[config.mk]
export PLATFORM = sky130hd
export DESIGN_NAME = hazard_ctrl
export DESIGN_NICKNAME = d
export VERILOG_FILES = /design/src/rtl/hazard_ctrl.sv
export SDC_FILE = /design/constraint.sdc
export NUM_CORES = 1
export LEC_CHECK = 0
export CAP_MARGIN = 10
export CORE_MARGIN = 3
export CORE_UTILIZATION = 46
export CTS_CLUSTER_DIAMETER = 120
export DETAILED_ROUTE_END_ITERATION = 8
export PLACE_DENSITY = 0.77
export SYNTH_ARGS = -nofsm -noshare
export SYNTH_HDL_FRONTEND = slang
export SYNTH_SLANG_ARGS = --single-unit
[constraint.sdc]
create_clock -name CLK -period 2.6 [get_ports CLK]
set_input_delay 0.65 -clock CLK [delete_from_list [all_inputs] [get_ports CLK]]
set_output_delay 0.65 -clock CLK [all_outputs]
set_load 0.01 [all_outputs]
[src/rtl/hazard_ctrl.sv]
// ============================================================================
// Module   : hazard_ctrl
// Function : Pipeline hazard unit; tracks EXE/MEM producers and HI/LO busy time,
//            drives the registered EXE forward selects and the ID stall.
// Options  : HAZARD_FWD_EN (defined = forwarding, undefined = stall-only)
// Revision : 1.0 - initial release
// ============================================================================
`default_nettype none

module hazard_ctrl #(
    parameter int MULDIV_LAT = 4
) (
    input  logic       CLK,
    input  logic       RESET,
    input  logic       ID_Valid,
    input  logic [4:0] ID_RegA,
    input  logic [4:0] ID_RegB,
    input  logic       ID_UsesA,
    input  logic       ID_UsesB,
    input  logic       ID_IsStore,
    input  logic [4:0] ID_WriteReg,
    input  logic       ID_RegWrite,
    input  logic       ID_MemRead,
    input  logic       ID_IsMulDiv,
    input  logic       ID_ReadsHiLo,
    output logic [1:0] RegA_Select,
    output logic [1:0] RegB_Select,
    output logic [1:0] MEM_Data_select,
    output logic       Stall
);

    localparam logic [1:0] c_SEL_RF   = 2'd0;
    localparam logic [1:0] c_SEL_MEM  = 2'd1;
    localparam logic [1:0] c_SEL_WB   = 2'd2;
    localparam logic [3:0] c_BUSY_LAT = 4'(MULDIV_LAT);

    logic       r_e_valid, r_e_regwrite, r_e_load;
    logic [4:0] r_e_reg;
    logic       r_m_valid, r_m_regwrite, r_m_load;
    logic [4:0] r_m_reg;
    logic [3:0] r_busy;

    logic       w_uses_b;
    logic       w_hit_e_a, w_hit_e_b, w_hit_m_a, w_hit_m_b;
    logic       w_data_stall, w_hilo_stall, w_issue;
    logic [1:0] w_sel_a, w_sel_b;

    always_comb begin
        // A store always reads RegB for its data, whatever ID_UsesB says.
        w_uses_b  = ID_IsStore | ID_UsesB;
        w_hit_e_a = r_e_valid & r_e_regwrite & (ID_RegA != 5'd0) & (ID_RegA == r_e_reg) & ID_UsesA;
        w_hit_e_b = r_e_valid & r_e_regwrite & (ID_RegB != 5'd0) & (ID_RegB == r_e_reg) & w_uses_b;
        w_hit_m_a = r_m_valid & r_m_regwrite & (ID_RegA != 5'd0) & (ID_RegA == r_m_reg) & ID_UsesA;
        w_hit_m_b = r_m_valid & r_m_regwrite & (ID_RegB != 5'd0) & (ID_RegB == r_m_reg) & w_uses_b;

`ifdef HAZARD_FWD_EN
        // A load in EXE has no result yet; once it reaches MEM it forwards from WB.
        w_data_stall = r_e_load & (w_hit_e_a | w_hit_e_b);
        w_sel_a      = w_hit_e_a ? c_SEL_MEM : (w_hit_m_a ? c_SEL_WB : c_SEL_RF);
        w_sel_b      = w_hit_e_b ? c_SEL_MEM : (w_hit_m_b ? c_SEL_WB : c_SEL_RF);
`else
        w_data_stall = w_hit_e_a | w_hit_e_b | w_hit_m_a | w_hit_m_b;
        w_sel_a      = c_SEL_RF;
        w_sel_b      = c_SEL_RF;
`endif

        w_hilo_stall = (r_busy != 4'd0) & (ID_ReadsHiLo | ID_IsMulDiv);
        Stall        = RESET & ID_Valid & (w_data_stall | w_hilo_stall);
        w_issue      = ID_Valid & ~Stall;
    end

    always_ff @(posedge CLK or negedge RESET) begin
        if (!RESET) begin
            r_e_valid       <= 1'b0;
            r_e_regwrite    <= 1'b0;
            r_e_load        <= 1'b0;
            r_e_reg         <= 5'd0;
            r_m_valid       <= 1'b0;
            r_m_regwrite    <= 1'b0;
            r_m_load        <= 1'b0;
            r_m_reg         <= 5'd0;
            r_busy          <= 4'd0;
            RegA_Select     <= c_SEL_RF;
            RegB_Select     <= c_SEL_RF;
            MEM_Data_select <= c_SEL_RF;
        end else begin
            r_m_valid    <= r_e_valid;
            r_m_regwrite <= r_e_regwrite;
            r_m_load     <= r_e_load;
            r_m_reg      <= r_e_reg;

            r_e_valid    <= w_issue;
            r_e_regwrite <= w_issue & ID_RegWrite;
            r_e_load     <= w_issue & ID_MemRead;
            r_e_reg      <= w_issue ? ID_WriteReg : 5'd0;

            if (w_issue && ID_IsMulDiv)
                r_busy <= c_BUSY_LAT;
            else if (r_busy != 4'd0)
                r_busy <= r_busy - 4'd1;

            if (w_issue) begin
                RegA_Select     <= w_sel_a;
                RegB_Select     <= ID_IsStore ? c_SEL_RF : w_sel_b;
                MEM_Data_select <= ID_IsStore ? w_sel_b : c_SEL_RF;
            end else begin
                RegA_Select     <= c_SEL_RF;
                RegB_Select     <= c_SEL_RF;
                MEM_Data_select <= c_SEL_RF;
            end
        end
    end

endmodule

`default_nettype wire

# Word-level counts from Yosys, hierarchy flattened
# Cells that the tools add are included.
# W data, S select, Z words.
# word_totals
regBits,18
in_bits,25
out_inout_bits,7
word_cells,46
# op_classes
n_addsub,1
eq_ne,4
mux,3
bitwise_logic,26
n_reduce_logical,5
# ops
operator,count
$eq A5 B5 Y1,4
$and A1 B1 Y1,19
$reduce_bool A5 Y1,2
$mux W4,2
$or A1 B1 Y1,6
$mux W5,1
$reduce_bool A4 Y1,1
$sub A4 B1 Y4 const B,1
$reduce_bool A2 Y1,1
$logic_and A1 B1 Y1,1
$not A1 Y1,1

# Longest topological paths before layout
# depth
depth_word,13
ltp_mapped,6
ltp_nobuf,6

# Least setup slack after synthesis
# Ideal clock, no wire load.
# synth_path
path_type,input -> output
from,in ID_RegA[1]
to,out Stall
arrival_ps,1727
setup_slack_ps,223
cell_stages,4
path_cell_list,or4_1 o21ai_2 o21ai_2 o211a_1
# synth_between
elab_chain_cells,9
elab_cells_between_ends,14
classes_between,2 x eq/ne; 11 x bitwise; 1 x reduce/logical
# synth_lines
item,line_no,rtl
from (decl),16,"input logic [4:0] ID_RegA,"
$reduce_bool A5 Y1,"51, 53",
$and A1 B1 Y1 (3 in series),51,w_hit_e_a = r_e_valid & r_e_regwrite & (ID_RegA != 5'd0) & (ID_RegA == r_e_reg) & ID_UsesA;
$or A1 B1 Y1,62,w_data_stall = w_hit_e_a | w_hit_e_b | w_hit_m_a | w_hit_m_b;
$or A1 B1 Y1 (*) (2 in series),62,
$or A1 B1 Y1 (*),68,Stall = RESET & ID_Valid & (w_data_stall | w_hilo_stall);
$and A1 B1 Y1 (*),68,
to (decl),29,output logic Stall
# Every way passes the cells marked *; elsewhere a longest branch is shown, timed or not.

# Worst setup path in the final report
# Ends and elaborated chain as after synthesis.

==> summary.md <==
| Metric | Value |
|---|---|
| # nets final | `180` |
| Final HPWL DP | `1780 microns` |
| DRC viols | `0` |
| CP max stage delay | `0.54 ns` |
| Antenna violations before repair | `0` |
| Pwr/cell area | `599 mW/mm^2` |
| Crit path launch type | `primary input` |
| Total GRT Usage | `0.188` |
| Max Slew Vio Count | `0` |
| WS Path Type | `in -> out` |
| CTS tree | `yes` |
| Fin crit share | `0.987` |
| Max frequency | `0.390 GHz` |
| CTS clock-pin slew for the worst setup and hold paths | `0.09 ns` |
| Most frequent cells in the layout | `xor2_1 (21), buf_4 (21), dfrtp_1 (18), clkdlybuf4s50_1 (13), inv_1 (9)` |
| Final min period | `2.57 ns` |
| Max-Cap Viols | `0` |
| DR pass1 iterations | `4` |
| Ant. Diodes | `0` |
| R2r startpoint | `r_busy[0]` |
| Post-Syn Area per Cell | `10.3 sq um` |
| Setup crit end | `Stall` |
| Critical Path Sink Type | `output port` |
| Count of final hold-check violations | `0` |
| Clock buffer count from CTS | `3` |
| Cells after Synth | `105` |
| Yosys warns | `0` |
| Finished Layout Cells | `179` |
| Cell Chain, Critical Path | `buf_2 > or4_4 > o21ai_4 > o21ai_2 > o211a_1 > buf_2` |
| FF-to-FF setup slack | `0.31 ns` |
| Worst-skew pair later-pin latency | `0.28 ns` |
| Hold_ws | `0.387 ns` |
| CTS H-Tree Depth | `1` |
| Global-route wire length before repair | `3880 microns` |
| Reg-to-Reg End | `r_e_reg[4]` |
| Cell depth of the worst setup path | `6` |
| Flip-flop and latch count after synthesis | `18` |
| DIE HEIGHT | `54.4 microns` |
| Mapped Area | `0.00108 sq mm` |
| Starting Density | `0.517` |
| CP startpoint | `ID_RegA[1]` |
| Cell variety after synth | `30` |
| Worst Path Arrival | `1.92 ns` |
| Unrepaired setup endpoints after global routing | `false` |
| Pleak | `0.739 nW` |
| Largest net degree at the start of global routing | `27` |
| Post-Route WL | `2460 microns` |
| GPL Wtd Cong | `0.795` |
| Util after Layout | `0.725` |
| Share of post-route cells with drive strength above 1 | `0.309` |
| Post-route ant nets | `0` |
| Vias | `913` |
| Die Wd | `54.4 microns` |
| Initial drt markers | `14` |
| Num rows | `16` |
| Via density | `5.10` |
| Core ar. | `0.00208 sq mm` |
| DIE AREA | `0.00296 sq mm` |
| Total gr overflow | `0` |
| Root Driver | `clkbuf_4` |
| Max Buffers Root-to-Sink | `2` |
| WP buf/inv | `2` |
| Area Growth Syn to Fin | `40.1%` |
| Number of I/O port buffers | `24` |
| R2R depth | `13` |
| Number of global-route vias before repair | `917` |
| Seq/Total Area, Yosys | `0.418` |
| Status | `completed` |
| Filler cells | `155` |
| Setup Viol. Count Final | `0` |
| Max FO, Critical Path | `3` |
| CP Data Required Time | `1.95 ns` |
| DP Cell Count | `165` |
| CP most frequent cell | `buf_2` |
| Clock sink count | `18` |
| Max VDD drop | `446 uV` |
| CP top delay family | `simple AND/OR/NAND/NOR gates` |
| Slowest stage cell, crit path | `or4_4` |
| DR WL/cell | `13.7 microns` |
| Io pins | `32` |
| Worst-case clock skew | `0.00811 ns` |
| HP Class | `reg -> reg` |
==> cells in the mapped netlist <==
cell type	number	share of area
o211a_1	1	0.0093
a21oi_1	3	0.014
o22ai_1	1	0.0058
and3_1	1	0.0058
o31ai_4	1	0.020
and2_1	2	0.012
nor2_1	6	0.021
o221ai_1	1	0.0081
o22ai_4	1	0.019
nor3_1	1	0.0046
o311a_1	1	0.0093
clkbuf_1	1	0.0035
ha_1	2	0.023
dfrtp_1	18	0.42
o211ai_1	1	0.0070
buf_4	6	0.042
inv_1	9	0.031
o21ai_2	2	0.016
a22oi_2	2	0.023
nand2_1	7	0.024
xnor2_1	1	0.0081
or4_4	1	0.010
a211oi_1	6	0.042
conb_1	1	0.0035
nor4_1	4	0.023
xor2_1	21	0.17
o21ai_0	1	0.0046
or3_1	1	0.0058
or4_1	1	0.0070
o2bb2ai_1	1	0.0081
==> metrics by stage <==
| stage | cell area, sq um | setup slack [ns] | setup TNS [ns] | total power [mW] |
|---|---|---|---|---|
| after floorplan | 1100 | 0.223 | 0 | 0.571 |
| after global placement | 1400 | -0.685 | -0.685 | 0.670 |
| after detailed placement | 1400 | -0.709 | -0.709 | 0.684 |
| after CTS | 1510 | 0.000802 | 0 | 0.896 |
| after global routing | 1510 | 0.00640 | 0 | 0.973 |
| final | 1510 | 0.0348 | 0 | 0.904 |
==> logic make-up (layout without fill, tap and decap cells) <==
| family | after synthesis | count (layout) | synth area share |
|---|---|---|---|
| compound gates | 22 | 22 | 0.186 |
| xor+xnor | 22 | 22 | 0.179 |
| fa+ha+maj | 2 | 2 | 0.0232 |
| buf+inv | 16 | 58 | 0.0766 |
| flops | 18 | 18 | 0.418 |
| other cells | 1 | 6 | 0.00348 |
| simple gates | 24 | 24 | 0.114 |
==> metal layers <==
| layer | global-route usage | part of all wire |
|---|---|---|
| met5 | 0 | 0 |
| met4 | 0.0996 | 0.025 |
| met3 | 0.0354 | 0.061 |
| met2 | 0.299 | 0.46 |
| met1 | 0.241 | 0.45 |
==> where the power goes <==
part	switching, mW	leakage (nW)	internal [mW]	total, mW
Sequential	0.0449	0.233	0.332	0.377
Combinational	0.171	0.485	0.190	0.361
Clock	0.0808	0.0210	0.0851	0.166
Total	0.296	0.739	0.607	0.904
==> worst register-to-register path, delay by kind of cell, from the launching register on <==
family	cells	cell delay [ns]
AO/OA/AOI/OAI	3	0.45
flip-flops	1	0.43
AND/OR/NAND/NOR	1	0.10
adder cells (fa/ha/maj)	1	0.21
buffers and inverters	8	1.01
==> worst min path at each step <==
| stage | from | end | slack [ns] | cells after the start |
|---|---|---|---|---|
| after floorplan | RESET | r_busy[0] | 0.35 | 0 |
| after global placement | r_e_regwrite | r_m_regwrite | 0.36 | 0 |
| after detailed placement | r_e_valid | r_m_valid | 0.37 | 0 |
| after CTS | r_e_valid | r_m_valid | 0.39 | 0 |
| after global routing | r_e_valid | r_m_valid | 0.40 | 0 |
| final | r_e_valid | r_m_valid | 0.39 | 0 |
==> final cells by class <==
type / count / area, sq um / share of cell area
Multi-Input combinational cell: 76 / 596 / 0.395
Sequential cell: 18 / 450 / 0.299
Timing Repair Buffer: 45 / 359 / 0.238
Clock buffer: 4 / 36.3 / 0.0240
Inverter: 9 / 33.8 / 0.0224
Tap cell: 27 / 33.8 / 0.0224
==> repair_timing <==
item	CTS	global route
gates resized for setup	35	7
setup endpoints to repair	1	1
cloned	0	0
pin swaps	9	8
hold buffers	0	0
setup buffers	8	2
(Power assumes the default switching activity.)
